===== config.mk =====
export PLATFORM = sky130hd
export DESIGN_NAME = bcd_timer_ctrl_flat
export DESIGN_NICKNAME = d
export VERILOG_FILES = /design/src/rtl/bcd_timer_ctrl_if.sv /design/src/rtl/bcd_timer_ctrl.sv /design/src/flat_wrapper.sv
export SDC_FILE = /design/constraint.sdc
export NUM_CORES = 1
export LEC_CHECK = 0
export BUFFER_PORTS_ARGS = -buffer_cell sky130_fd_sc_hd__buf_2
export CAP_MARGIN = 15
export CORE_MARGIN = 2
export CORE_UTILIZATION = 40
export DETAILED_ROUTE_END_ITERATION = 16
export HOLD_SLACK_MARGIN = 0.15
export SLEW_MARGIN = 20
export SYNTH_ARGS = -nofsm -noshare
export SYNTH_HDL_FRONTEND = slang
export SYNTH_SLANG_ARGS = --single-unit

===== constraint.sdc =====
create_clock -name clk -period 3.24 [get_ports clk]
set_input_delay 0.324 -clock clk [delete_from_list [all_inputs] [get_ports clk]]
set_output_delay 0.324 -clock clk [all_outputs]
set_load 0.01 [all_outputs]

===== src/rtl/bcd_timer_ctrl_if.sv =====
// Front-end/pin bundle of the BCD timer: control pulses in, multiplexed display and status out.
interface bcd_timer_ctrl_if #(
  parameter int NDIG = 4
);
  logic            en;
  logic            enter_p;
  logic            inc_p;
  logic            dir_p;
  logic [NDIG-1:0] DIGIT;
  logic [6:0]      DISPLAY;
  logic            led_dir;
  logic            done;

  modport master (
    output en, enter_p, inc_p, dir_p,
    input  DIGIT, DISPLAY, led_dir, done
  );

  modport slave (
    input  en, enter_p, inc_p, dir_p,
    output DIGIT, DISPLAY, led_dir, done
  );
endinterface


===== src/rtl/bcd_timer_ctrl.sv =====
// N-digit BCD up/down timer with per-digit radix and multiplexed seven-segment output.
// Optional BCD_TIMER_BLINK_EN: blank the digit being edited in NUM_SET at ~6 Hz.
module bcd_timer_ctrl #(
  parameter int              NDIG        = 4,
  parameter logic [NDIG-1:0] RADIX6_MASK = NDIG'(4'b0100),
  parameter int              TOP_MAX     = 1,
  parameter int              TICK_DIV    = 10_000_000,
  parameter int              SCAN_BITS   = 16
) (
  input  logic             clk,
  input  logic             pulse_rst,
  bcd_timer_ctrl_if.slave  bus
);

  localparam int IDX_W = (NDIG > 1) ? $clog2(NDIG) : 1;
  localparam int DIV_W = (TICK_DIV > 1) ? $clog2(TICK_DIV) : 1;
  localparam logic [IDX_W-1:0] EDIT_TOP  = IDX_W'(NDIG - 1);
  localparam logic [6:0]       SEG_DASH  = 7'b0111111;
  localparam logic [6:0]       SEG_BLANK = 7'h7F;

  typedef enum logic [1:0] {DIR_SET, NUM_SET, RUN} state_t;
  typedef logic [NDIG-1:0][3:0] digs_t;

  state_t            state, state_nxt;
  logic              dir;
  digs_t             target, value;
  logic [IDX_W-1:0]  edit_idx, scan_idx;
  logic [DIV_W-1:0]  div;
  logic [SCAN_BITS-1:0] scan_cnt;
  logic              tick, run_cnt, done_nxt, blank_edit;
  logic [6:0]        seg_nxt;

  // Largest value a digit reaches while counting.
  function automatic logic [3:0] radix_max(input int i);
    return RADIX6_MASK[i] ? 4'd5 : 4'd9;
  endfunction

  // Largest value a digit may be set to; the top digit is further limited.
  function automatic logic [3:0] set_max(input int i);
    return (i == NDIG - 1) ? 4'(TOP_MAX) : radix_max(i);
  endfunction

  function automatic digs_t bcd_up(input digs_t v);
    digs_t r;
    logic  carry;
    r = v;
    carry = 1'b1;
    for (int i = 0; i < NDIG; i++) begin
      if (carry) begin
        if (v[i] >= radix_max(i)) r[i] = 4'd0;
        else begin
          r[i]  = v[i] + 4'd1;
          carry = 1'b0;
        end
      end
    end
    return r;
  endfunction

  function automatic digs_t bcd_down(input digs_t v);
    digs_t r;
    logic  borrow;
    r = v;
    borrow = 1'b1;
    for (int i = 0; i < NDIG; i++) begin
      if (borrow) begin
        if (v[i] == 4'd0) r[i] = radix_max(i);
        else begin
          r[i]   = v[i] - 4'd1;
          borrow = 1'b0;
        end
      end
    end
    return r;
  endfunction

  function automatic logic [6:0] seg7(input logic [3:0] d);
    case (d)
      4'd0: return 7'b1000000;
      4'd1: return 7'b1111001;
      4'd2: return 7'b0100100;
      4'd3: return 7'b0110000;
      4'd4: return 7'b0011001;
      4'd5: return 7'b0010010;
      4'd6: return 7'b0000010;
      4'd7: return 7'b1111000;
      4'd8: return 7'b0000000;
      4'd9: return 7'b0010000;
      default: return SEG_BLANK;
    endcase
  endfunction

`ifdef BCD_TIMER_BLINK_EN
  logic [23:0] blink_cnt;
  always_ff @(posedge clk or posedge pulse_rst) begin
    if (pulse_rst) blink_cnt <= '0;
    else           blink_cnt <= blink_cnt + 24'd1;
  end
  assign blank_edit = blink_cnt[23];
`else
  assign blank_edit = 1'b0;
`endif

  always_ff @(posedge clk or posedge pulse_rst) begin
    if (pulse_rst) state <= DIR_SET;
    else           state <= state_nxt;
  end

  // RUN has no exit except reset.
  always_comb begin
    state_nxt = state;
    case (state)
      DIR_SET: if (bus.enter_p) state_nxt = NUM_SET;
      NUM_SET: if (bus.enter_p && edit_idx == '0) state_nxt = RUN;
      default: state_nxt = state;
    endcase
  end

  always_comb begin
    run_cnt  = (state == RUN) && bus.en;
    tick     = run_cnt && (div == DIV_W'(TICK_DIV - 1));
    done_nxt = (state == RUN) && (dir ? (value == '0) : (value == target));
    seg_nxt  = SEG_DASH;
    case (state)
      NUM_SET: begin
        if (blank_edit && scan_idx == edit_idx) seg_nxt = SEG_BLANK;
        else                                    seg_nxt = seg7(target[scan_idx]);
      end
      RUN:     seg_nxt = seg7(value[scan_idx]);
      default: seg_nxt = SEG_DASH;
    endcase
  end

  // Settings and count value; enter_p wins over inc_p.
  always_ff @(posedge clk or posedge pulse_rst) begin
    if (pulse_rst) begin
      dir      <= 1'b0;
      target   <= '0;
      value    <= '0;
      edit_idx <= EDIT_TOP;
    end else begin
      case (state)
        DIR_SET: begin
          if (bus.dir_p) dir <= ~dir;
          if (bus.enter_p) begin
            target   <= '0;
            edit_idx <= EDIT_TOP;
          end
        end
        NUM_SET: begin
          if (bus.enter_p) begin
            if (edit_idx == '0) value <= dir ? target : '0;
            else                edit_idx <= edit_idx - IDX_W'(1);
          end else if (bus.inc_p) begin
            if (target[edit_idx] >= set_max(int'(edit_idx))) target[edit_idx] <= 4'd0;
            else target[edit_idx] <= target[edit_idx] + 4'd1;
          end
        end
        RUN: begin
          if (tick) begin
            if (dir) begin
              if (value != '0) value <= bcd_down(value);
            end else if (value != target) begin
              value <= bcd_up(value);
            end
          end
        end
        default: ;
      endcase
    end
  end

  // Divider: cleared outside RUN, frozen while paused.
  always_ff @(posedge clk or posedge pulse_rst) begin
    if (pulse_rst)           div <= '0;
    else if (state != RUN)   div <= '0;
    else if (run_cnt)        div <= tick ? '0 : div + DIV_W'(1);
  end

  // Display scan; DIGIT and DISPLAY share one register stage.
  always_ff @(posedge clk or posedge pulse_rst) begin
    if (pulse_rst) begin
      scan_cnt    <= '0;
      scan_idx    <= '0;
      bus.DIGIT   <= ~NDIG'(1);
      bus.DISPLAY <= SEG_DASH;
      bus.led_dir <= 1'b0;
      bus.done    <= 1'b0;
    end else begin
      scan_cnt <= scan_cnt + SCAN_BITS'(1);
      if (&scan_cnt) scan_idx <= (scan_idx == EDIT_TOP) ? '0 : scan_idx + IDX_W'(1);
      bus.DIGIT   <= ~(NDIG'(1) << scan_idx);
      bus.DISPLAY <= seg_nxt;
      bus.led_dir <= dir;
      bus.done    <= done_nxt;
    end
  end

endmodule


===== src/flat_wrapper.sv =====
// flat-port wrapper written by rule: the top's interface ports become plain ports
module bcd_timer_ctrl_flat 
#(
  parameter int              NDIG        = 4,
  parameter logic [NDIG-1:0] RADIX6_MASK = NDIG'(4'b0100),
  parameter int              TOP_MAX     = 1,
  parameter int              TICK_DIV    = 10_000_000,
  parameter int              SCAN_BITS   = 16
)
  (clk, pulse_rst, bus_en, bus_enter_p, bus_inc_p, bus_dir_p, bus_DIGIT, bus_DISPLAY, bus_led_dir, bus_done);
  bcd_timer_ctrl_if #(.NDIG(NDIG)) bus_i ();
  input  logic clk;
  input  logic pulse_rst;
  input wire logic [$bits(bus_i.en)-1:0] bus_en;
  input wire logic [$bits(bus_i.enter_p)-1:0] bus_enter_p;
  input wire logic [$bits(bus_i.inc_p)-1:0] bus_inc_p;
  input wire logic [$bits(bus_i.dir_p)-1:0] bus_dir_p;
  output wire logic [$bits(bus_i.DIGIT)-1:0] bus_DIGIT;
  output wire logic [$bits(bus_i.DISPLAY)-1:0] bus_DISPLAY;
  output wire logic [$bits(bus_i.led_dir)-1:0] bus_led_dir;
  output wire logic [$bits(bus_i.done)-1:0] bus_done;
  assign bus_i.en = bus_en;
  assign bus_i.enter_p = bus_enter_p;
  assign bus_i.inc_p = bus_inc_p;
  assign bus_i.dir_p = bus_dir_p;
  assign bus_DIGIT = bus_i.DIGIT;
  assign bus_DISPLAY = bus_i.DISPLAY;
  assign bus_led_dir = bus_i.led_dir;
  assign bus_done = bus_i.done;
  bcd_timer_ctrl #(.NDIG(NDIG), .RADIX6_MASK(RADIX6_MASK), .TOP_MAX(TOP_MAX), .TICK_DIV(TICK_DIV), .SCAN_BITS(SCAN_BITS)) u_core (.clk(clk), .pulse_rst(pulse_rst), .bus(bus_i));
endmodule

### Word level (Yosys, flattened, before mapping)

Memories as Yosys holds them, arrays and structs flattened.
Cells that the tools add are included.
Widths: inputs -> output; s select.

* ROM bits: 224
* input bits: 6
* RAM bits: 0
* memories: 2
* logic and storage cells: 183
* register bits: 92
* latch bits: 0

* reduce and logical (&&, ||, !) cells: 25
* shift operators: 1
* bitwise logic cells: 4
* divide/modulo/power cells: 0
* order comparisons: 9
* $add $sub $neg: 13
* multiplexer cells: 87
* eq/ne operators: 24
* multiply operators: 0

Memories
* (no name shown): depth 16, width 7, read ports 1, clocked after Yosys merged registers in 0, wr ports 0, RTL line bcd_timer_ctrl.sv:78 `case (d)`
* (no name shown): depth 16, width 7, read ports 1, clocked after Yosys merged registers in 0, wr ports 0, RTL line bcd_timer_ctrl.sv:78

Operators with widths (number)
* $mux 16: 11
* $mux 4: 20
* $mux 24: 3
* $pmux 16 s2: 2
* $mux 1: 36
* $add 24x1->24 const B: 1
* $bmux 4 s2: 3
* $eq 24x24->1 const B: 1
* $reduce_and 8->1: 3
* $add 4x1->4 const B: 5
* $add 16x1->16 const B: 1
* $and 16x16->16: 1
* $bwmux 16: 1
* $eq 16x16->1: 1
* $logic_not 16->1: 1
* $logic_not 4->1: 4
* $ne 16x16->1: 1
* $not 16->16: 1
* $reduce_and 16->1: 1
* $reduce_bool 16->1: 1
* $sub 4x1->4 const B: 4
* $pmux 7 s2: 1
* $ge 4x4->1 const B: 3
* $mux 2: 6
* 25 further kinds: 51

### Depth between registers and ports, before layout

Gate-level depths: netlist (run 1).

* depth in word-level cells: 21
* depth in mapped cells: 10
* depth with buffers taken out: 8

### Least setup slack after synthesis (run 1)

No wires, ideal clock.

* path kind: register -> register
* start point: reg u_core.value[4] (netlist bit)
* end point: reg u_core.value[2] (netlist bit)
* data arrival time: 2558 ps
* period minus slack after synthesis: 2684 ps
* cell stages (with the launch flop): 10
* setup time: 125 ps
* data required time: 3115 ps
* path slack: 556 ps
* path through: dfrtp_1 > inv_1 > ha_1 > or3b_2 > nor4_1 > nor3b_1 > a21oi_2 > or2_1 > buf_2 > mux2_4

* cells in the longest elaborated chain, start to end: 3
* elaborated cells between the ends (all ways): 5
* classes of those cells: eq/ne: 3; reduce/logical: 2

Ends and longest elaborated chain
* start, declared: RTL line bcd_timer_ctrl.sv:26 `digs_t target, value;`
* start signal, assigned: RTL line bcd_timer_ctrl.sv:152 `if (edit_idx == '0) value <= dir ? target : '0;`
* start signal, assigned: RTL line bcd_timer_ctrl.sv:162 `if (value != '0) value <= bcd_down(value);`
* start signal, assigned: RTL line bcd_timer_ctrl.sv:164 `value <= bcd_up(value);`
* $ne 16x16->1 or $reduce_bool 16->1 (tied branches): RTL line bcd_timer_ctrl.sv:163, bcd_timer_ctrl.sv:162
* $ne 3x2->1 (no source line) or $ne 3x3->1 (tied branches)
* $reduce_and 6->1 (no source line) *

Every way passes the cells marked *; elsewhere a longest branch is shown, timed or not.
A chain may end at the register's enable or synchronous reset.

### Worst setup path in the final report (run 1)

Ends and elaborated chain as after synthesis.

==> impl_metrics.py, run 1 <==
metrics = {
    "setup_path": {
        "cp_cell_sequence": "inv_1 > ha_1 > or3b_2 > nor4_1 > nor3b_1 > a21oi_2 > or2_1 > mux2_4",
        "setup.worst_path.start_class": "register",
        "path_buf_inv": 1,
        "arrival_ns": 3.17,
        "cp_max_fo": 8,
        "max_stage_delay_ns": 0.54,
        "crit_required_ns": 3.48,
        "crit_type": "reg -> reg",
        "end_kind": "register",
        "critPathSlowestCell": "or3b_2",
        "path_delay_family": "simple AND/OR/NAND/NOR gates",
    },
    "placed_design": {
        "place_congestion": 0.864,
        "dpl_cell_area_mm2": 0.00643,
        "dp_hpwl_um": 10300,
        "dp.cells": 849,
        "place_worst_setup_slack_ns": 0.359,
        "io_buffers": 18,
    },
    "clocking": {
        "cts_resized": 0,
        "post_cts_buffers": 0,
        "cts_buffer_depth": 2,
        "htree_levels": 3,
        "clock-sinks": 92,
        "ctsHoldBuffers": 0,
        "cts_made_buffers": 9,
        "cts_tree": "yes",
        "clk_pin_slew_worst_paths_ns": 0.07,
        "clk_latency_ns": 0.35,
        "root_buffer": "clkbuf_16",
    },
    "timing": {
        "max_freq_mhz": 341,
        "setup_viol": 0,
        "tns_ns": 0,
        "setup_ws_ns": 0.309,
        "skew_ns": 0.00946,
        "rsz0062_at_grt": "no",
        "max_slew_margin_pct": 51.9,
        "hold_violations": 0,
        "worst_slew_pin_slew_ns": 0.721,
        "period_share_pct": 90.5,
        "finalCriticalPeriod_ns": 2.93,
        "maxSlewViolCount": 0,
    },
    "global_routing": {
        "grt_pass1_wl_um": 23900,
        "antenna_found_initial": 0,
        "grt_use_total_pct": 18.4,
        "gr-total-overflow": 0,
        "grt_pass1_vias": 4830,
        "grt_start_max_net_pins": 54,
    },
    "min_path": {
        "hold_class": "in -> async",
    },
    "detailed_routing": {
        "via_count": 4909,
        "wirelength_um": 14200,
        "avgViaCountPerCell": 5.68,
        "firstDrtPassIters": 5,
        "drc": 0,
        "wl_per_cell_um": 16.5,
        "ant_nets": 0,
        "drtIter0Drc": 344,
    },
    "synthesis": {
        "async_flop_share_pct": 100,
        "yosysTopAreaCell": "dfrtp_1",
        "synth_edf_count": 0,
        "syn_nets": 708,
        "synth_top_area_share_pct": 33.3,
        "yosysMostFrequentCell": "dfrtp_1",
        "synthCells": 659,
        "synth_seq_cells": 92,
        "synth.distinct_cells": 64,
        "synth.cell_area_mm2": 0.00609,
        "netlist_top_cells_area": "dfrtp_1, ha_1, o21ai_0, dfstp_2, mux4_2",
        "ys_seq_area_share_pct": 38.0,
        "ys.warnings.count": 0,
        "yosys-top-cells-count": "dfrtp_1, o21ai_0, nand2_1",
        "synth_area_per_cell_um2": 9.24,
        "synth_ff_type": "dfrtp_1",
    },
    "layout": {
        "final_cells": 865,
        "seq_area_mm2": 0.00232,
        "final_area_mm2": 0.00675,
        "multiInputGateArea_mm2": 0.00351,
        "diodes": 0,
        "fill_cells": 1414,
        "area_delta_synth_final_pct": 10.8,
        "nets": 721,
        "drive_gt1_share_pct": 14.6,
    },
    "power": {
        "total_power_mw": 4.58,
        "p_per_area_mw_per_mm2": 679,
        "peakVddDrop_mv": 0.260,
        "static-leakage-power_nw": 3.01,
    },
    "floorplan": {
        "dieArea_mm2": 0.0162,
        "ios": 19,
        "core-area_mm2": 0.0150,
        "num_rows": 45,
        "chipWidth_um": 127,
        "die_y_um": 127,
        "start_util_pct": 40.5,
    },
    "outcome": {
        "status": "finished clean",
    },
    "run": {
        "maxCapViolCount": 0,
    },
}
## path summary, 6_finish.rpt
| check | from | endpoint | slack (ns) | cells past startpoint |
|---|---|---|---|---|
| worst max register to register | u_core.value[4] | u_core.value[2] | 0.31 | 8 |
| max in group asynchronous | pulse_rst | u_core.bus.DISPLAY[4] | 2.43 | 3 |
| min in group clk | bus_dir_p | u_core.dir | 0.25 | 3 |
| worst max-delay path | u_core.value[4] | u_core.value[2] | 0.31 | 8 |
| worst min-delay path | pulse_rst | u_core.scan_cnt[14] | 0.1 | 2 |
| worst min register to register | u_core.scan_cnt[0] | u_core.scan_cnt[0] | 0.46 | 1 |
## cell type report
class	instances	area share [%]
clock buffer	10	3.54
timing repair buffer	33	3.38
clock inverter	6	1.06
inverter	39	2.21
sequential	92	34.3
tap	188	3.49
multi-input combinational	497	52.0
## cell families (layout without fill, tap and decap cells)
kind of cell / after synthesis / in the layout / share of synthesized area, %
and+or+nand+nor: 202 / 202 / 16.6
xor gates and xnor gates: 40 / 40 / 5.75
buffers and inverters: 70 / 88 / 4.36
muxes: 36 / 36 / 8.79
adders and majority gates: 43 / 43 / 8.84
DFF: 92 / 92 / 38.0
AOI/OAI and AO/OA: 176 / 176 / 17.6
## metal layers
metal  GRT usage [%]  vias up  wire (µm)
li1                -     2373          -
met1            24.3     2413       6440
met2            30.9      105       7050
met3            2.26       18        449
met4            7.37        0        293
met5               0        -          0
## cell usage in the layout, fill, tap and decap left out, types with 10 or more instances in the layout
cell type  instances
dfstp_2           11
nand3_1           22
buf_4             13
mux2i_1           10
xnor2_1           15
a31oi_1           14
nor2_1            48
buf_2             18
a21oi_1           27
mux2_2            12
nand2b_1          11
xor2_1            25
o21ai_0           77
inv_1             36
dfrtp_1           81
mux4_2            12
ha_1              43
nand2_1           58
## report_power, final
| group | internal (mW) | total [mW] | switching (mW) |
|---|---|---|---|
| Clock | 0.628 | 1.11 | 0.480 |
| Sequential | 1.35 | 1.58 | 0.238 |
| Combinational | 0.795 | 1.89 | 1.09 |
| Total | 2.77 | 4.58 | 1.81 |
## sequential cells by signal, indices dropped and copies added (netlist names)
register	count
u_core.div	24
u_core.bus.DISPLAY	7
u_core.scan_idx	2
u_core.dir	1
u_core.bus.led_dir	1
u_core.value	16
u_core.scan_cnt	16
u_core.state	2
u_core.bus.DIGIT	4
u_core.bus.done	1
u_core.target	16
u_core.edit_idx	2
## through the flow
stage	util [%]	hold WS (ns)
3_3_place_gp	42.8	0.439
3_5_place_dp	42.8	0.452
6_report	44.9	0.0980
2_1_floorplan	-	0.393
4_1_cts	44.9	0.192
5_1_grt	44.9	0.155
No activity file was read; power rests on OpenSTA's default activity.
==> run 2, diff against run 1 <==
Settings changed: BUFFER_PORTS_ARGS -buffer_cell sky130_fd_sc_hd__buf_2 to unset, DONT_BUFFER_PORTS set to 1.
==> impl_metrics.py, run 2 (synthesis gave the netlist of run 1 again) <==
metrics = {
    "outcome": {
        "status": "finished clean",
    },
    "global_routing": {
        "met1_usage_pct": 24.8,
        "antenna_found_initial": 0,
        "grtUsageMet3_pct": 3.56,
        "met2_usage_pct": 29.7,
        "grt_start_max_net_pins": 65,
        "grt_pass1_wl_um": 24300,
        "grt_use_total_pct": 18.7,
        "grt_pass1_vias": 4871,
        "top_usage_layer": "met2",
        "gr-total-overflow": 0,
    },
    "detailed_routing": {
        "wl_per_cell_um": 16.9,
        "ant_nets": 0,
        "drtIter0Drc": 362,
        "wirelength_um": 14400,
        "via_count": 4866,
        "avgViaCountPerCell": 5.72,
        "firstDrtPassIters": 4,
        "drc": 0,
    },
    "setup_path": {
        "cp_max_fo": 9,
        "crit_end": "u_core.target[12]",
        "path_delay_family": "compound AO/OA/AOI/OAI gates",
        "critPathLaunch": "u_core.edit_idx[0]",
        "max_stage_delay_ns": 0.68,
        "reg2reg_from": "u_core.edit_idx[0]",
        "end_kind": "register",
        "crit_required_ns": 3.50,
        "setup.worst_path.start_class": "register",
        "arrival_ns": 3.10,
        "cp_cell_sequence": "mux4_2 > ha_1 > nand2b_1 > a21o_1 > a211oi_1 > nand2_1 > o21ai_0",
        "r2r_cells": 7,
        "critPathSlowestCell": "dfstp_2",
        "r2r_slack_ns": 0.39,
        "crit_type": "reg -> reg",
        "cp.depth": 7,
        "r2r-end": "u_core.target[12]",
        "path_buf_inv": 0,
    },
    "floorplan": {
        "start_util_pct": 40.5,
        "die_y_um": 127,
        "core-area_mm2": 0.0150,
        "ios": 19,
        "chipWidth_um": 127,
        "dieArea_mm2": 0.0162,
        "num_rows": 45,
    },
    "timing": {
        "tns_ns": 0,
        "setup_viol": 0,
        "setup_ws_ns": 0.393,
        "finalCriticalPeriod_ns": 2.85,
        "hold_violations": 0,
        "max_freq_mhz": 351,
        "period_share_pct": 87.9,
        "maxSlewViolCount": 0,
        "skew_ns": 0.00948,
        "max_slew_margin_pct": 45.1,
        "worst_slew_pin_slew_ns": 0.823,
        "rsz0062_at_grt": "no",
    },
    "clocking": {
        "htree_levels": 3,
        "cts_made_buffers": 9,
        "clk_pin_slew_worst_paths_ns": 0.07,
        "clk_latency_ns": 0.35,
        "cts_resized": 0,
        "clock-sinks": 92,
        "root_buffer": "clkbuf_16",
        "cts_buffer_depth": 2,
        "cts_tree": "yes",
    },
    "layout": {
        "final_common_cell": "dfrtp_1",
        "area_delta_synth_final_pct": 9.10,
        "diodes": 0,
        "largest_reg_flops": 24,
        "drive_gt1_share_pct": 12.4,
        "nets": 707,
        "regMostFlops": "u_core.div",
        "layout.cells.most_common_list": "dfrtp_1, o21ai_0, nand2_1, nor2_1, ha_1",
    },
    "min_path": {
        "hold_start": "bus_enter_p",
        "hold_class": "in -> reg",
    },
    "placed_design": {
        "dp_hpwl_um": 10400,
        "io_buffers": 0,
        "place_congestion": 0.923,
        "place_worst_setup_slack_ns": 0.421,
    },
    "power": {
        "p_per_area_mw_per_mm2": 675,
        "static-leakage-power_nw": 2.95,
        "peakVddDrop_mv": 0.250,
    },
    "run": {
        "maxCapViolCount": 0,
    },
}
## run 2: metrics by stage
step           instances  total power [mW]  hold WS (ns)  util (%)  area, µm²
3_5_place_dp         832              3.45         0.426      42.1       6330
4_1_cts              851              4.50         0.161      44.2       6640
6_report             851              4.48         0.179      44.2       6640
2_1_floorplan        659              2.95         0.393         -       6090
5_1_grt              851              4.80         0.178      44.2       6640
3_3_place_gp         832              3.40         0.416      42.1       6330
## run 2: cell type report
class                   count  area [µm²]
flip-flops and latches     92        2320
well taps                 188         235
multi-input cells         497        3510
clock inverters             5        32.5
clock buffers              11         253
inverters                  39         149
repair buffers             19         150
fillers                  1394        8390
## run 2: power breakdown
group / total (mW) / switching [mW] / leakage (nW) / internal (mW)
combinational: 1.83 / 1.07 / 1.59 / 0.764
sequential: 1.62 / 0.275 / 1.22 / 1.35
clock: 1.03 / 0.462 / 0.146 / 0.564
## run 2: worst min path at each step
stage	end	slack, ns	cells past startpoint
global route	u_core.state[1]	0.18	2
CTS	u_core.state[0]	0.16	2
floorplan	u_core.bus.led_dir	0.39	0
detailed placement	u_core.div[18]	0.43	1
global placement	u_core.div[18]	0.42	1
finish	u_core.state[1]	0.18	2
## run 2: worst reg2reg max path, delay by kind of cell (launching register included)
kind	cells	cell delay (ns)
adders and majority gates	1	0.20
AOI/OAI and AO/OA	3	0.92
muxes	1	0.60
and+or+nand+nor	2	0.37
DFF	1	0.68
## run 2: repair_timing
action / in CTS / in global routing
hold endpoints to repair: 59 / 0
setup buffers: 0 / 0
hold buffers: 3 / 0
## run 2: layer usage
| metal | wire length, µm | up-vias |
|---|---|---|
| met1 | 6680 | 2401 |
| met4 | 386 | 0 |
| li1 | - | 2347 |
| met5 | 0 | - |
| met3 | 439 | 30 |
| met2 | 6860 | 88 |
